<file path="src/rtl/alu_serial_exec.sv">
// Execute unit with valid/ready handshakes on both sides.
// Logic, add/sub and compares take one cycle; shifts move one bit position per cycle.
module alu_serial_exec #(
    parameter int XLEN = 32,
    parameter int SHW  = 5
) (
    input  logic            clk,
    input  logic            rst_n,
    input  logic            flush,
    input  logic            in_valid,
    output logic            in_ready,
    input  logic [3:0]      Operation,
    input  logic [XLEN-1:0] SrcA,
    input  logic [XLEN-1:0] SrcB,
    output logic            out_valid,
    input  logic            out_ready,
    output logic [XLEN-1:0] ALUResult,
    output logic            Zero
);

    typedef enum logic [1:0] {
        IDLE,
        SHIFT,
        DONE
    } state_t;

    state_t            state_q, state_d;
    logic [XLEN-1:0]   work_q, work_d;
    logic [SHW-1:0]    count_q, count_d;
    logic [1:0]        shOp_q, shOp_d;
    logic [XLEN-1:0]   result_q, result_d;
    logic              zero_q, zero_d;

    logic              isShift;
    logic              accept;
    logic [XLEN-1:0]   quickResult;
    logic [XLEN-1:0]   shiftStep;

    assign isShift = (Operation == 4'b0101) || (Operation == 4'b0110) ||
                     (Operation == 4'b0111);

    always_comb begin
        quickResult = '0;
        case (Operation)
            4'b0000: quickResult = SrcA & SrcB;
            4'b0001: quickResult = SrcA ^ SrcB;
            4'b0010: quickResult = SrcA + SrcB;
            4'b0011: quickResult = SrcA | SrcB;
            4'b0100: quickResult = SrcA - SrcB;
            4'b1000: quickResult = {{(XLEN-1){1'b0}}, (SrcA == SrcB)};
            4'b1100: quickResult = {{(XLEN-1){1'b0}}, ($signed(SrcA) < $signed(SrcB))};
            default: quickResult = '0;
        endcase
    end

    // The low two opcode bits distinguish the shifts: 01 SRL, 10 SLL, 11 SRA.
    always_comb begin
        shiftStep = '0;
        case (shOp_q)
            2'b01:   shiftStep = {1'b0, work_q[XLEN-1:1]};
            2'b10:   shiftStep = {work_q[XLEN-2:0], 1'b0};
            default: shiftStep = {work_q[XLEN-1], work_q[XLEN-1:1]};
        endcase
    end

    assign in_ready  = !flush && ((state_q == IDLE) || ((state_q == DONE) && out_ready));
    assign accept    = in_valid && in_ready;
    assign out_valid = (state_q == DONE);
    assign ALUResult = result_q;
    assign Zero      = zero_q;

    always_comb begin
        state_d  = state_q;
        work_d   = work_q;
        count_d  = count_q;
        shOp_d   = shOp_q;
        result_d = result_q;
        zero_d   = zero_q;

        if (state_q == SHIFT) begin
            if (count_q != '0) begin
                work_d  = shiftStep;
                count_d = count_q - SHW'(1);
            end else begin
                result_d = work_q;
                zero_d   = (work_q == '0);
                state_d  = DONE;
            end
        end else if (accept) begin
            if (isShift) begin
                work_d  = SrcA;
                count_d = SrcB[SHW-1:0];
                shOp_d  = Operation[1:0];
                state_d = SHIFT;
            end else begin
                result_d = quickResult;
                zero_d   = (quickResult == '0);
                state_d  = DONE;
            end
        end else if ((state_q == DONE) && out_ready) begin
            state_d = IDLE;
        end

        // Flush wins over everything; the held result stays but is no longer valid.
        if (flush) begin
            state_d = IDLE;
            work_d  = '0;
            count_d = '0;
        end
    end

    always_ff @(posedge clk or negedge rst_n) begin
        if (!rst_n) begin
            state_q  <= IDLE;
            work_q   <= '0;
            count_q  <= '0;
            shOp_q   <= '0;
            result_q <= '0;
            zero_q   <= 1'b0;
        end else begin
            state_q  <= state_d;
            work_q   <= work_d;
            count_q  <= count_d;
            shOp_q   <= shOp_d;
            result_q <= result_d;
            zero_q   <= zero_d;
        end
    end

endmodule

</file>
<file path="config.mk">
export PLATFORM = sky130hd
export DESIGN_NAME = alu_serial_exec
export DESIGN_NICKNAME = d
export VERILOG_FILES = /design/src/rtl/alu_serial_exec.sv
export SDC_FILE = /design/constraint.sdc
export NUM_CORES = 1
export LEC_CHECK = 0
export BUFFER_PORTS_ARGS = -buffer_cell sky130_fd_sc_hd__buf_2
export CORE_AREA = 5 5 136 138
export CTS_BUF_LIST = sky130_fd_sc_hd__clkbuf_4
export DETAILED_ROUTE_END_ITERATION = 6
export DIE_AREA = 0 0 141 143
export GPL_TIMING_DRIVEN = 1
export PLACE_DENSITY = 0.81
export SYNTH_ARGS = -nofsm -noshare
export SYNTH_HDL_FRONTEND = slang
export SYNTH_SLANG_ARGS = --single-unit
export TNS_END_PERCENT = 20
</file>
<file path="constraint.sdc">
create_clock -name clk -period 4.6 [get_ports clk]
set_clock_uncertainty 0.2 [all_clocks]
set_input_delay 0.23 -clock clk [delete_from_list [all_inputs] [get_ports clk]]
set_output_delay 0.23 -clock clk [all_outputs]
set_load 0.01 [all_outputs]
</file>
==> Word level (Yosys, flattened, before mapping) <==
Cells that the tools add are included.
W data, S select, Z words.
{ "word_totals": {"rom_bits": 0, "inputBits": 73, "out_inout_bits": 35, "ff_bits": 74, "ramBits": 0, "word_cells": 81, "memories": 0, "latchBits": 0} }
{ "op_classes": {"n_reduce_logical": 21, "bitwise_logic": 4, "eq_ne": 19, "div": 0, "n_mul": 0, "n_shift": 0, "addsub": 3, "n_lt_le_gt_ge": 1, "n_mux": 26} }
{ "ops": {"columns": ["op", "count"], "rows": [
  ["$mux W32", 9],
  ["$pmux W32 S7", 1],
  ["$logic_not A32 Y1", 2],
  ["$pmux W32 S2", 1],
  ["$add A32 B32 Y32", 1],
  ["$and A32 B32 Y32", 1],
  ["$eq A32 B32 Y1", 1],
  ["$lt A32 B32 Y1", 1],
  ["$or A32 B32 Y32", 1],
  ["$sub A32 B32 Y32", 1],
  ["$xor A32 B32 Y32", 1],
  ["$mux W5", 5],
  ["$eq A4 B3 Y1 const B", 4],
  ["$mux W2", 6],
  ["$reduce_and A3 Y1", 3],
  ["$eq A4 B2 Y1 const B", 2],
  ["$eq A4 B4 Y1 const B", 2],
  ["$reduce_bool A3 Y1", 2],
  ["$reduce_bool A5 Y1", 1],
  ["$sub A5 B1 Y5 const B", 1],
  ["$eq A2 B1 Y1 const B", 2],
  ["$eq A2 B2 Y1 const B", 2],
  ["$eq A4 B1 Y1 const B", 1],
  ["$logic_not A4 Y1", 1],
  ["15 further kinds", 22]
]} }

==> Depth between registers and ports, before layout <==
Gate-level depths: netlist of run 1.
{ "depth": {"word_depth": 8, "depth_mapped": 15, "ltp_nobuf": 14} }

==> Worst setup path after synthesis of run 1 <==
No wires, ideal clock.
{ "synth_timing": {"kind": "in2reg", "startpoint": "in SrcA[7]", "endpoint": "reg zero_q, in the netlist Zero", "slack_ns": 0.133, "arrival_ns": 4.164, "setup_ns": 0.103, "required_ns": 4.297, "cell_stages": 14, "n_path_buf": 1, "cell_sequence": "inv_1 > ha_1 > buf_6 > or4_4 > or3_1 > a21oi_2 > nor2_1 > o31a_1 > a22o_1 > a32o_1 > or4b_1 > or4_1 > or4_1 > o41ai_2"} }
{ "synth_via": {"elab_chain_cells": 6, "word_cells_on_any_way": 12, "cone_classes": "2 x add/sub; 1 x order compare; 1 x eq/ne; 4 x mux; 3 x bitwise; 1 x reduce/logical"} }
{ "synth_lines": {"columns": ["element", "line", "source"], "rows": [
  ["from (decl)", "13", "input logic [XLEN-1:0] SrcA,"],
  ["$sub A32 B32 Y32, or another cell as far along", "49", "4'b0100: quickResult = SrcA - SrcB;"],
  ["$pmux W32 S7 *", "44", "case (Operation)"],
  ["$logic_not A32 Y1 *", "97", "zero_d = (quickResult == '0);"],
  ["$mux W1 *", "90", "if (isShift) begin"],
  ["$mux W1 *", "89", "end else if (accept) begin"],
  ["$mux W1 *", "80", "if (state_q == SHIFT) begin"],
  ["to (signal assigned)", "126", "zero_q <= zero_d;"],
  ["to (decl)", "32", "logic zero_q, zero_d;"]
]} }
Every way passes the cells marked *; elsewhere a longest branch is shown, timed or not. The select of a mux whose other input is x is not followed.
A chain may end at the register's enable or synchronous reset.

==> Worst setup path in the final report of run 1 <==
{ "layout_timing": {"startpoint": "in SrcA[28]", "endpoint": "reg zero_q, in the netlist Zero"} }
Same word-level chain as after synthesis.

==> impl_metrics.yaml, run 1 <==
outcome:
  status: "finished, violations left"
  violations: "negative hold slack"
power:
  p_switching_uw: 1230
  power_density_nw_per_um2: 231
  p_leak_uw: 0.00559
  seq_power_share_pct: 31.4
  combPwrFrac_pct: 51.2
  swShare_pct: 45.3
  pwr-share-clk_pct: 17.4
  p_int_uw: 1480
  max-vdd-ir-drop_v: 0.000274
critical_path:
  crit_path_max_fanout: 4
  worstSetupPathType: "in -> reg"
  crit_path_end_kind: "flop"
  worstPathRequired_ns: 4.80
  start_kind: "input pin"
  arrival_ns: 4.72
die:
  core_area_um2: 17100
  chipHeight_um: 143
  ios: 108
  rows: 48
  die_area_um2: 20200
  die_w_um: 141
  start_util_pct: 56.8
place:
  io_buffer_count: 107
  hpwlAfterDp_mm: 28.2
  gp_congestion: 1.02
  pre_cts_slack_ns: -0.222
  postPlaceCellArea_um2: 11300
detailed_routing:
  antenna_left: 0
  wl_per_cell_um: 21.3
  drc_errors: 0
  drt_pre_antenna_iters: 6
  drt_iter0_drc: 1862
  via_count: 11739
  vias_per_cell: 6.71
  wl_mm: 37.2
yosys:
  syn_inst: 1331
  ys_seq_area_share_pct: 19.1
  synth_nets: 1509
  synth-seq-cells: 74
  synthArstFlopShare_pct: 100
  yosysWarnings: 0
  ys.flop_type: "dfrtp_1"
  synthesis.area_um2: 9690
  avgSynthCellArea_um2: 7.28
  synth_cell_types: 80
  synth_edf_count: 0
cells_and_area:
  drive_gt1_share_pct: 20.3
  fin_area_um2: 11700
  fin_nets: 1696
  synthToLayoutAreaGrowth_pct: 20.6
  final_cell_mix: "buf_4, nor2_1, nand2_1"
  final_common_cell: "buf_4"
  fill_cells: 1489
global_route:
  antenna_found_initial: 0
  grt_most_used_layer: "met2"
  grt_pass1_vias: 10963
  grtUsageTotal_pct: 35.9
  use_met2_pct: 54.4
  met1_usage_pct: 50.4
  met3_usage_pct: 7.00
  grt_pass1_wl_mm: 58.1
  grt_max_degree: 75
  grt_overflow_total: 0
timing:
  report.final.slew_viol_count: 0
  fin_crit_sh_pct: 98.3
  holdWs_ns: -0.00998
  max_freq_ghz: 0.221
  rsz0062_at_grt: "false"
  tns_ns: 0
  worst_slew_margin_rel_pct: 17.2
  period_needed_ns: 4.52
  setup_ws_ns: 0.0765
  worstMarginPinSlew_ns: 1.24
  setup_viol: 0
  hold_viol_final: 1
run:
  drv_cap: 0
hold_path:
  hold_class: "in -> reg"
clocking:
  clock_latency_ns: 0.51
  clk_pin_slew_ns: 0.17
  post-cts-setup-buffer-count: 0
  numCtsBuffers: 9
  root_buffer: "clkbuf_4"
  htree_levels: 3
  clock_sinks: 74
  clockBufferDepth: 2
  cts_tree: "yes"
[kinds of logic after synthesis]
logic type	share of synthesized area, %
flops	19.1
buf+inv	7.62
xor+xnor	0.181
compound gates	34.3
fa+ha+maj	13.7
mux	2.49
simple gates	22.6
[worst paths after layout]
check	start	endpoint	slack, ns	cells past startpoint
worst max-delay path	SrcA[28]	Zero$_DFFE_PN0P_	0.08	13
worst min-delay path	SrcA[11]	work_q[11]$_DFFE_PN0P_	-0.01	4
worst max register to register	count_q[0]$_DFFE_PN0P_	Zero$_DFFE_PN0P_	0.42	13
worst min register to register	ALUResult[18]$_DFFE_PN0P_	ALUResult[18]$_DFFE_PN0P_	0.29	2
max in group asynchronous	rst_n	ALUResult[9]$_DFFE_PN0P_	3.30	2
min in group asynchronous	rst_n	count_q[4]$_DFFE_PN0P_	0.20	2
[what timing repair did]
action                                  4_1_cts  5_1_grt
hold endpoints to repair                     95        0
resized for setup                             0       12
endpoints found under the setup margin        0        1
hold buffers                                 23        0
[state kept, by name, indices dropped and copies added, names as in the netlist]
name,flops
shOp_q,2
work_q,32
count_q,5
ALUResult,32
Zero,1
state_q,2
[metrics by stage]
stage / utilization (%) / total power, uW / instances
2_1_floorplan: - / 1630 / 1331
3_3_place_gp: 66.1 / 2150 / 1709
3_5_place_dp: 66.1 / 2170 / 1709
4_1_cts: 68.3 / 2650 / 1748
5_1_grt: 68.5 / 2860 / 1748
6_report: 68.5 / 2700 / 1749
[cell usage after synthesis (12+ instances only)]
library cell / count / area share (%)
a211oi_1: 29 / 2.2
nor4_1: 19 / 1.2
inv_1: 100 / 3.9
a31oi_1: 13 / 0.84
dfrtp_1: 74 / 19
nand3_1: 23 / 1.2
o41ai_1: 33 / 3.0
a21o_1: 23 / 1.8
nand2b_1: 15 / 0.97
o21ai_0: 88 / 4.5
a21oi_1: 104 / 5.4
nor3_1: 31 / 1.6
mux2i_1: 14 / 1.4
ha_1: 103 / 13
clkbuf_1: 80 / 3.1
and2_1: 13 / 0.84
and3_1: 12 / 0.77
a221oi_1: 41 / 3.7
nor2_1: 136 / 5.3
nor2b_1: 18 / 1.2
o31ai_1: 25 / 1.9
nand2_1: 124 / 4.8
[metal layers]
layer / routed length (um) / vias up / share of wire [%]
met5: 0 / - / 0
met4: 1580 / 0 / 4.2
met3: 4650 / 158 / 12
met2: 15900 / 823 / 43
met1: 15100 / 5445 / 40
li1: - / 5313 / -
[cell type report]
| type | instances | area, um^2 | area share [%] |
|---|---|---|---|
| multi-input cells | 1063 | 7180 | 61.5 |
| flip-flops and latches | 74 | 1850 | 15.8 |
| repair buffers | 270 | 1840 | 15.8 |
| inverters | 100 | 375 | 3.21 |
| well taps | 225 | 282 | 2.41 |
| clock buffers | 10 | 75.1 | 0.642 |
| clock inverters | 6 | 72.6 | 0.621 |
| diodes | 1 | 2.50 | 0.0214 |
[power groups by stage]
stage	Combinational, uW	Clock [uW]	Sequential [uW]
2_1_floorplan	762	0	872
6_report	1380	470	848
5_1_grt	1500	498	863
4_1_cts	1340	468	844
3_3_place_gp	1300	0	851
3_5_place_dp	1320	0	855
[critical path, stage by stage]
cell and delay, ns:
dlygate4sd3_1 0.52, buf_2 0.15, inv_1 0.05, ha_1 0.29, or4_1 0.55, or4_1 0.52, a21o_1 0.20, a31oi_2 0.19
o2111ai_1 0.16, or4b_1 0.47, or4_1 0.52, or4_1 0.56, o41ai_2 0.31
Power figures use the tool's default switching activity.
==> run 2, diff against run 1 <==
- RECOVER_POWER: not set -> 50
==> run 2 against run 1 <==
- the run ends with design-rule violations, negative hold slack, max-capacitance violations, max-slew violations left
- flip-flop and latch count unchanged
- count of clock-buffer cells in the layout unchanged
- critical path type unchanged
- non-clock buffer count unchanged
- register-to-register slack better by 0.02 ns
- design area down 0.20%
==> impl_metrics.yaml, run 2 (synthesis gave the netlist of run 1 again) <==
timing:
  rsz0062_at_grt: "false"
  tns_ns: 0
  hold_viol_final: 2
  max_freq_ghz: 0.220
  period_needed_ns: 4.54
  setup_ws_ns: 0.0599
  worstMarginPinSlew_ns: 2.00
  holdWs_ns: -0.0152
  setup_viol: 0
  report.final.slew_viol_count: 75
  worst_slew_margin_rel_pct: -33.3
  fin_crit_sh_pct: 98.7
clocking:
  clockBufferDepth: 2
  htree_levels: 3
  clk_pin_slew_ns: 0.17
  clock_latency_ns: 0.51
  cts_tree: "yes"
  clock_sinks: 74
  root_buffer: "clkbuf_4"
  numCtsBuffers: 9
critical_path:
  crit_path_top_delay_cell: "or4_1"
  start_kind: "input pin"
  worst-path-buf-inv: 3
  max_stage_delay_ns: 0.56
  worstPathRequired_ns: 4.80
  crit_path_max_fanout: 4
  rrSetupSlack_ns: 0.44
  path_depth: 13
  worstSetupPathType: "in -> reg"
  path_cells: "dlygate4sd3_1, buf_2, inv_1, ha_1, or4_1, or4_1, a21o_1, a31oi_2, o2111ai_1, or4b_1, or4_1, or4_1, o41ai_2"
  cp_common_cell: "or4_1"
  arrival_ns: 4.74
  path_delay_family: "simple AND/OR/NAND/NOR gates"
  crit_path_end_kind: "flop"
  r2r_cells: 13
global_route:
  grt_pass1_vias: 10963
  grtUsageTotal_pct: 35.9
  grt_overflow_total: 0
  antenna_found_initial: 0
  grt_pass1_wl_mm: 58.1
  grt_max_degree: 75
cells_and_area:
  fin_nets: 1696
  final_common_cell: "buf_4"
  final_cell_mix: "buf_4, nor2_1, nand2_1"
  synthToLayoutAreaGrowth_pct: 20.3
  drive_gt1_share_pct: 19.2
  fin_area_um2: 11700
die:
  core_area_um2: 17100
  die_w_um: 141
  ios: 108
  die_area_um2: 20200
  start_util_pct: 56.8
  rows: 48
  chipHeight_um: 143
power:
  max-vdd-ir-drop_v: 0.000269
  p_leak_uw: 0.00553
  power_density_nw_per_um2: 231
detailed_routing:
  antenna_left: 0
  wl_mm: 37.0
  drt_pre_antenna_iters: 7
  drc_errors: 1
  wl_per_cell_um: 21.2
  vias_per_cell: 6.72
  via_count: 11748
  drt_iter0_drc: 1850
run:
  drv_cap: 1
outcome:
  status: "finished, violations left"
  violations: "design-rule violations, negative hold slack, max-capacitance violations, max-slew violations"
place:
  postPlaceCellArea_um2: 11300
  io_buffer_count: 107
  gp_congestion: 1.02
  pre_cts_slack_ns: -0.222
  hpwlAfterDp_mm: 28.2
hold_path:
  hold_class: "in -> reg"
  worstHoldPathCells: 4
run 2: layer usage:
metal	global-route usage, %	vias to the layer above	share of wire, %
met2	54.4	793	43
met5	0	-	0
met4	14.2	0	4.2
met1	50.4	5467	41
met3	7.00	162	12
li1	-	5326	-
run 2: tightest hold or removal path, cell delays in order:
cell	delay, ns
buf_2	0.10
buf_4	0.15
nor2_1	0.12
o41ai_1	0.09
run 2: worst paths after layout:
path / startpoint / end
worst max register to register: count_q[0]$_DFFE_PN0P_ / Zero$_DFFE_PN0P_
min in group asynchronous: rst_n / count_q[4]$_DFFE_PN0P_
worst max-delay path: SrcA[28] / Zero$_DFFE_PN0P_
worst min-delay path: SrcA[11] / work_q[11]$_DFFE_PN0P_
max in group asynchronous: rst_n / ALUResult[10]$_DFFE_PN0P_
worst min register to register: ALUResult[18]$_DFFE_PN0P_ / ALUResult[18]$_DFFE_PN0P_
run 2: report_power, final:
group	switching [uW]	internal, uW
Sequential	92.0	757
Clock	290	177
Combinational	841	533
run 2: layout make-up:
class	instances	area (um^2)
multi-input cells	1063	7180
repair buffers	270	1820
fillers	1497	5390
flip-flops and latches	74	1850
clock buffers	10	75.1
clock inverters	6	72.6
inverters	100	375
diodes	1	2.50
well taps	225	282
run 2: metrics by stage:
stage	utilization, %	power (uW)	std cells	hold WS [ns]
final	68.4	2690	1749	-0.0152
after global routing	68.4	2850	1748	0.0134
after CTS	68.3	2650	1748	0.00694
after detailed placement	66.1	2170	1709	0.254
after global placement	66.1	2150	1709	0.251
after floorplan	-	1630	1331	-0.266
run 2: what timing repair did:
item | in CTS | in global routing
gates resized for setup | 0 | 12
hold buffers | 23 | 0
buffers inserted | 0 | 0
endpoints found under the setup margin | 0 | 1
hold endpoints to repair | 95 | 0
==> run 3, diff against run 2 <==
- CTS_BUF_LIST: sky130_fd_sc_hd__clkbuf_4 -> not set
==> run 3 against run 2 <==
- the run ends with max-capacitance violations, max-slew violations left
- clock power increased by 59%
- via count shrank 0.79%
- fmax grew 1.5%
- sequential share of layout area rose by 0.16 points
- die area stayed put
- count of clock-buffer cells in the layout unchanged
- combinational power is essentially flat
- design area shrank 0.98%
- first-iteration DRC count is 4.6% lower
- total power increased by 9.3%
- worst setup slack gained 0.069 ns
- sequential power hardly changed
- critical endpoint unchanged
- largest cell class unchanged
==> impl_metrics.yaml, run 3 (synthesis gave the netlist of run 1 again) <==
global_route:
  grt_pass1_wl_mm: 58.1
  grt_max_degree: 75
  grt_overflow_total: 0
  grt_pass1_vias: 10885
  antenna_found_initial: 0
  grtUsageTotal_pct: 35.8
timing:
  max_freq_ghz: 0.224
  period_needed_ns: 4.47
  report.final.slew_viol_count: 75
  holdWs_ns: 0.0397
  setup_ws_ns: 0.129
  setup_viol: 0
  worstMarginPinSlew_ns: 2.03
  fin_crit_sh_pct: 97.2
  hold_viol_final: 0
  rsz0062_at_grt: "false"
  worst_slew_margin_rel_pct: -35.0
detailed_routing:
  drt_iter0_drc: 1765
  drc_errors: 0
  drt_pre_antenna_iters: 6
  via_count: 11655
  vias_per_cell: 6.75
  antenna_left: 0
  wl_mm: 36.8
  wl_per_cell_um: 21.3
die:
  die_w_um: 141
  core_area_um2: 17100
  die_area_um2: 20200
  chipHeight_um: 143
  ios: 108
  rows: 48
  start_util_pct: 56.8
clocking:
  clock_latency_ns: 0.35
  cts_tree: "yes"
  htree_levels: 3
  clockBufferDepth: 2
  post-cts-setup-buffer-count: 0
  root_buffer: "clkbuf_16"
  numCtsBuffers: 9
  clock_sinks: 74
  clk_pin_slew_ns: 0.06
place:
  io_buffer_count: 107
  pre_cts_slack_ns: -0.222
  hpwlAfterDp_mm: 28.2
  dp.cells: 1709
  postPlaceCellArea_um2: 11300
  gp_congestion: 1.02
critical_path:
  rr_endpoint: "Zero$_DFFE_PN0P_"
  path_cells: "buf_2, inv_1, ha_1, fa_1, o21ba_2, nand2b_1, a211oi_2, o31ai_1, a221oi_1, buf_4, o211ai_1, nor4_1, buf_4, nand4_1, or4_1, or4_1, o41ai_2"
  r2r_cells: 13
  worstPathRequired_ns: 4.65
  arrival_ns: 4.52
  crit_path_top_delay_cell: "or4_1"
  max_stage_delay_ns: 0.58
  worstSetupPathType: "in -> reg"
  crit_path_max_fanout: 5
  path_delay_family: "simple AND/OR/NAND/NOR gates"
  crit_path_end_kind: "flop"
  start_kind: "input pin"
  rrSetupSlack_ns: 0.40
  worst-path-buf-inv: 4
  r2r-start: "count_q[0]$_DFFE_PN0P_"
hold_path:
  min-delay-start: "in_valid"
  min_to: "ALUResult[31]$_DFFE_PN0P_"
  hold_class: "in -> reg"
  worstHoldPathCells: 3
power:
  power_density_nw_per_um2: 254
  p_leak_uw: 0.00544
  max-vdd-ir-drop_v: 0.000300
cells_and_area:
  drive_gt1_share_pct: 18.0
  antenna_cells: 0
  fin_util_pct: 67.7
  fin_nets: 1674
  final_cell_mix: "buf_4, nor2_1, nand2_1"
  fin_cells: 1726
  final_common_cell: "buf_4"
  synthToLayoutAreaGrowth_pct: 19.2
  fin_area_um2: 11500
run:
  drv_cap: 1
outcome:
  status: "finished, violations left"
  violations: "max-capacitance violations, max-slew violations"
==> run 3: cell types whose count changed in the layout (fill, tap and decap cells not counted), sizes merged <==
cell / delta
clkbuf: +16
buf: -16
dlygate4sd3: -22
diode: -1
==> run 3: layer usage <==
metal  vias to the layer above  routed length [um]  GRT usage (%)
li1                       5275                   -              -
met1                      5439               15200           50.7
met2                       810               15900           54.3
met3                       131                4330           6.53
met4                         0                1480           13.7
met5                         -                   0              0
==> run 3: per-stage QoR <==
stage | total power [uW] | setup TNS, ns
after global routing | 3100 | 0
after floorplan | 1630 | 0
after detailed placement | 2170 | -0.222
after CTS | 2920 | 0
after global placement | 2150 | -0.179
final | 2940 | 0
==> run 3: what timing repair did <==
| action | in CTS | in global routing |
|---|---|---|
| hold endpoints to repair | 74 | 0 |
| resized for setup | 0 | 4 |
| endpoints found under the setup margin | 0 | 1 |
| hold buffers | 1 | 0 |
==> run 3: worst max path at each step <==
stage,from,to,cells after the start
detailed placement,SrcA[0],Zero$_DFFE_PN0P_,17
floorplan,SrcA[7],Zero$_DFFE_PN0P_,14
global placement,SrcA[0],Zero$_DFFE_PN0P_,17
CTS,SrcA[6],Zero$_DFFE_PN0P_,14
finish,SrcA[0],Zero$_DFFE_PN0P_,17
global route,SrcA[6],Zero$_DFFE_PN0P_,16
==> run 3: where the power goes <==
part / switching (uW) / internal [uW]
combinational: 835 / 509
sequential: 92.2 / 759
clock: 316 / 427
total: 1240 / 1690
==> run 3: cell type report <==
type,count,area [um^2]
clock inverter,6,72.6
inverter,100,375
tap,225,282
fill,1524,5510
multi-input combinational,1063,7160
sequential,74,1850
clock buffer,10,229
timing repair buffer,248,1580
==> run 3: worst min-delay path: stages <==
cell      delay (ns)
buf_2           0.11
o211ai_1        0.10
o21ai_0         0.10
